==> src/rtl/spi_pixel_ctrl.sv <==
// Command sequencer: splits each CS-low SPI byte stream into pixel writes and WS2812 frame starts.
// Latency: write strobe 1 clk after the 3rd colour byte; o_tx_start 4 clks after the i_cs rise when idle.
// Backpressure: none on incoming bytes; frame starts wait for !i_tx_busy, extra shows coalesce into one.
module spi_pixel_ctrl #(
    parameter int NUM_PIXELS = 64,
    parameter int ADDR_W     = (NUM_PIXELS > 1) ? $clog2(NUM_PIXELS) : 1
) (
    input  logic              i_clk,
    input  logic              i_rst_n,
    input  logic [7:0]        i_rx_data,
    input  logic              i_data_valid,
    input  logic              i_cs,
    input  logic              i_tx_busy,
    output logic              o_wr_en,
    output logic [ADDR_W-1:0] o_wr_addr,
    output logic [23:0]       o_wr_data,
    output logic              o_tx_start,
    output logic              o_show_pend,
    output logic [2:0]        o_err
);

    typedef enum logic [2:0] {
        ST_IDLE,
        ST_CMD,
        ST_IDX,
        ST_PIX,
        ST_DROP
    } state_t;

    localparam logic [8:0] NUM_PIX_9 = 9'(NUM_PIXELS);

    logic [1:0]  cs_sync;
    logic        cs_d;
    logic        cs_s;
    logic        cs_fall;
    logic        cs_rise;

    state_t      state, state_nxt;
    logic        show_flag, show_nxt;
    logic [7:0]  addr, addr_nxt;
    logic [1:0]  bc, bc_nxt;
    logic [15:0] col, col_nxt;
    logic [2:0]  err_nxt;
    logic        wr_fire;
    logic        pend_set;
    logic        pending;

    assign cs_s        = cs_sync[1];
    assign cs_fall     = ~cs_s & cs_d;
    assign cs_rise     = cs_s & ~cs_d;
    assign o_show_pend = pending;

    always_ff @(posedge i_clk or negedge i_rst_n) begin
        if (!i_rst_n) begin
            cs_sync <= 2'b11;
            cs_d    <= 1'b1;
        end else begin
            cs_sync <= {cs_sync[0], i_cs};
            cs_d    <= cs_sync[1];
        end
    end

    always_ff @(posedge i_clk or negedge i_rst_n) begin
        if (!i_rst_n) begin
            state <= ST_IDLE;
        end else begin
            state <= state_nxt;
        end
    end

    // A byte landing in the closing cycle is parsed first, then the close is applied on top.
    always_comb begin
        state_nxt = state;
        show_nxt  = show_flag;
        addr_nxt  = addr;
        bc_nxt    = bc;
        col_nxt   = col;
        err_nxt   = o_err;
        wr_fire   = 1'b0;
        pend_set  = 1'b0;

        if (i_data_valid) begin
            case (state)
                ST_CMD: begin
                    case (i_rx_data)
                        8'h00: begin
                            state_nxt = ST_DROP;
                            err_nxt   = 3'b000;
                        end
                        8'h01: state_nxt = ST_IDX;
                        8'h02: begin
                            state_nxt = ST_DROP;
                            show_nxt  = 1'b1;
                        end
                        8'h03: begin
                            state_nxt = ST_IDX;
                            show_nxt  = 1'b1;
                        end
                        default: begin
                            state_nxt  = ST_DROP;
                            err_nxt[2] = 1'b1;
                        end
                    endcase
                end
                ST_IDX: begin
                    addr_nxt  = i_rx_data;
                    bc_nxt    = 2'd0;
                    state_nxt = ST_PIX;
                end
                ST_PIX: begin
                    case (bc)
                        2'd0: begin
                            col_nxt[15:8] = i_rx_data;
                            bc_nxt        = 2'd1;
                        end
                        2'd1: begin
                            col_nxt[7:0] = i_rx_data;
                            bc_nxt       = 2'd2;
                        end
                        default: begin
                            bc_nxt = 2'd0;
                            if ({1'b0, addr} < NUM_PIX_9) begin
                                wr_fire = 1'b1;
                            end else begin
                                err_nxt[0] = 1'b1;
                            end
                            addr_nxt = (addr == 8'hFF) ? 8'hFF : addr + 8'd1;
                        end
                    endcase
                end
                default: ;
            endcase
        end

        if (cs_fall && state == ST_IDLE) begin
            state_nxt = ST_CMD;
        end

        if (cs_rise) begin
            state_nxt = ST_IDLE;
            if (state == ST_PIX && bc_nxt != 2'd0) begin
                err_nxt[1] = 1'b1;
            end
            bc_nxt   = 2'd0;
            pend_set = show_nxt;
            show_nxt = 1'b0;
        end
    end

    always_ff @(posedge i_clk or negedge i_rst_n) begin
        if (!i_rst_n) begin
            show_flag  <= 1'b0;
            addr       <= 8'd0;
            bc         <= 2'd0;
            col        <= 16'd0;
            o_err      <= 3'b000;
            o_wr_en    <= 1'b0;
            o_wr_addr  <= '0;
            o_wr_data  <= 24'd0;
            o_tx_start <= 1'b0;
            pending    <= 1'b0;
        end else begin
            show_flag  <= show_nxt;
            addr       <= addr_nxt;
            bc         <= bc_nxt;
            col        <= col_nxt;
            o_err      <= err_nxt;
            o_wr_en    <= wr_fire;
            if (wr_fire) begin
                o_wr_addr <= addr[ADDR_W-1:0];
                o_wr_data <= {col, i_rx_data};
            end
            // A show closing while one is already pending merges into it.
            o_tx_start <= 1'b0;
            if (pending) begin
                if (!i_tx_busy) begin
                    o_tx_start <= 1'b1;
                    pending    <= 1'b0;
                end
            end else if (pend_set) begin
                pending <= 1'b1;
            end
        end
    end

endmodule
==> config.mk <==
export PLATFORM = sky130hd
export DESIGN_NAME = spi_pixel_ctrl
export DESIGN_NICKNAME = d
export VERILOG_FILES = /design/src/rtl/spi_pixel_ctrl.sv
export SDC_FILE = /design/constraint.sdc
export NUM_CORES = 1
export LEC_CHECK = 0
export ABC_AREA = 1
export BUFFER_PORTS_ARGS = -buffer_cell sky130_fd_sc_hd__buf_2
export CORE_UTILIZATION = 55
export CTS_CLUSTER_DIAMETER = 50
export DETAILED_ROUTE_END_ITERATION = 7
export PLACE_DENSITY = 0.78
export SYNTH_ARGS = -nofsm -noshare
export SYNTH_HDL_FRONTEND = slang
export SYNTH_SLANG_ARGS = --single-unit
==> constraint.sdc <==
create_clock -name i_clk -period 2.7 [get_ports i_clk]
set_input_delay 0.27 -clock i_clk [delete_from_list [all_inputs] [get_ports i_clk]]
set_output_delay 0.27 -clock i_clk [all_outputs]
set_load 0.03 [all_outputs]
==> reports/metrics.cfg <==
[placed_design]
pre_cts_ws_ns=0.737
place_hpwl_um=4420
port_buffers=48
gp_congestion=1.01

[critical_path]
worstSetupPathType=reg2reg
setup.worst_path.start_class=flip-flop
critPathArrivalTime_ns=2.25
crit_path_max_fanout=43
end_kind=flip-flop
required_ns=2.99

[layout]
nFillCells=421
diodes=0
drive_above_1_share_pct=18.6
final_nets=428
synthToLayoutAreaGrowth_pct=17.8

[synth]
synth-seq-cells=69
synth_common_cells=nand2_1, dfrtp_1, nor2_1
ys_warn_count=0
synth_top_area_share_pct=55.2
synth_nets=375
synthArstFlopShare_pct=100
syn_area_um2=2990
synth.most_common_cell=nand2_1
postSynthAreaPerCell_um2=8.28
synthTopCellsByArea=dfrtp_1, nand2_1, nor2_1
ys_seq_area_share_pct=57.9
synth_top_cell_by_area=dfrtp_1
synth_edf_count=0
synthCells=361
synth_top_flop_cell=dfrtp_1
ys_types=25

[timing]
hold_viol_final=0
setup_ws_ns=0.733
slew_violations=0
slew-limit-headroom_pct=64.7
finalCriticalPeriod_ns=1.97
rsz0062_at_grt=no
worst_clock_skew_ns=0.00546
timing.final.crit_share_pct=72.9
worstMarginPinSlew_ns=0.529
setup_viol=0
finalSetupTns_ns=0
fmax_mhz=508

[detailed_routing]
drt-pass1-iter-count=4
routed_wl_um=6380
drcViolationCount=0
vias_per_cell=5.13
via_count=2511
drt-wirelength-per-cell_um=13.0
drt_iter0_drc=236
ant_nets=0

[global_route]
antenna_found_initial=0
grtUsageTotal_pct=25.0
first_global_vias=2200
grt_pass1_wl_um=10300
grt_overflow=0
grt_max_degree=44

[clocking]
tritoncts=yes
clkSinkCount=69
clk-insertion-delay-late_ns=0.35
cts_resized=0
root_buffer=clkbuf_8
cts-hold-fix-buffers=1
clock_path_buffers=2
clkSlewWorstSetupHoldPaths_ns=0.07
numCtsBuffers=9
htreeDepth=3
cts_setup_buffers=0

[floorplan]
core_region_area_um2=5170
row_count=26
pin_count=49
start_util_pct=57.8
chipHeight_um=75.7
die_w_um=75.7
die_area_um2=5740

[outcome]
outcome=finished, final reports clean

[power_and_ir_drop]
p_per_area_nw_per_um2=817
leakagePower_nw=1.93
peakVddDrop_mv=0.497

[worst_hold_path]
hold_path.class=in2reg

[run]
maxCapViolCount=0

[registers in the layout (all words and copies together), names as in the netlist]
signal       count
addr             8
bc               2
col             16
cs_d             1
cs_sync          2
o_err            3
o_show_pend      1
o_tx_start       1
o_wr_addr        6
o_wr_data       24
o_wr_en          1
show_flag        1
state            3
[kinds of logic after synthesis]
logic type | after synthesis | share of synthesized area [%]
AO/OA/AOI/OAI | 45 | 7.66
adder cells (fa/ha/maj) | 1 | 0.418
AND/OR/NAND/NOR | 207 | 28.7
flip-flops | 69 | 57.9
buffers and inverters | 39 | 5.40
[per-stage QoR]
step	utilization (%)	power (mW)	instances	hold slack [ns]	area [µm²]
after global routing	68.1	3.04	489	0.0171	3520
after detailed placement	63.6	1.94	472	0.277	3290
after CTS	68.1	2.88	489	0.0138	3520
after floorplan	-	1.76	361	-0.0256	2990
after global placement	63.6	1.91	472	0.273	3290
final	68.1	2.88	489	0.0194	3520
[layout make-up]
class	instances	area (µm²)	area share, %
Clock inverter	6	86.3	2.45
Inverter	29	110	3.13
Tap cell	70	87.6	2.49
Clock buffer	10	138	3.91
Sequential cell	69	1730	49.1
Timing Repair Buffer	52	273	7.74
Multi-Input combinational cell	253	1100	31.2
[worst max-delay path: stages, from the launching register on]
cell and delay, ns:
dfrtp_1 0.41, nand2_2 0.08, nor2_4 0.22, inv_2 0.16
nor2_4 0.14, nand3_4 0.36, clkinv_2 0.36, nand2_1 0.10
nand2_1 0.07
[per-layer routing]
metal | track usage (%) | vias to the layer above | share of wire (%)
met2 | 36.1 | 93 | 45
met1 | 35.4 | 1154 | 47
met4 | 15.0 | 0 | 3.1
met3 | 4.50 | 17 | 5.3
met5 | 0 | - | 0
li1 | - | 1247 | -
[power by group]
part | total, mW | switching [mW] | internal, mW | leakage (nW)
Sequential | 1.38 | 0.159 | 1.22 | 0.916
Combinational | 0.559 | 0.372 | 0.187 | 0.901
Clock | 0.943 | 0.400 | 0.543 | 0.112
Total | 2.88 | 0.931 | 1.95 | 1.93
[layout by cell type, fill, tap and decap left out]
cell,instances
a21oi_1,10
a31oi_1,1
buf_2,48
buf_4,3
bufinv_16,2
clkbuf_8,10
clkinv_2,3
clkinv_4,1
clkinvlp_4,1
dfrtp_1,66
dfstp_2,3
dlygate4sd3_1,1
ha_1,1
inv_1,27
inv_2,1
nand2_1,151
nand2_2,1
nand3_1,14
nand3_2,1
nand3_4,1
nand3b_1,1
nand3b_2,1
nand4_1,4
nor2_1,30
nor2_4,2
nor3b_1,1
o211ai_1,1
o21ai_0,21
o21ai_1,12
[path summary, 6_finish.rpt]
kind | from | endpoint | slack [ns] | cells after the start
max | state[0]$_DFFE_PN0P_ | o_wr_addr[1]$_DFFE_PN0P_ | 0.73 | 8
min | i_cs | cs_sync[0]$_DFF_PN1_ | 0.02 | 1
max reg2reg | state[0]$_DFFE_PN0P_ | o_wr_addr[1]$_DFFE_PN0P_ | 0.73 | 8
min reg2reg | cs_sync[0]$_DFF_PN1_ | cs_sync[1]$_DFF_PN1_ | 0.36 | 0
max in group asynchronous | i_rst_n | o_wr_data[0]$_DFFE_PN0P_ | 1.52 | 3
min in group asynchronous | i_rst_n | o_wr_en$_DFF_PN0_ | 0.43 | 2
(Power assumes the default switching activity.)
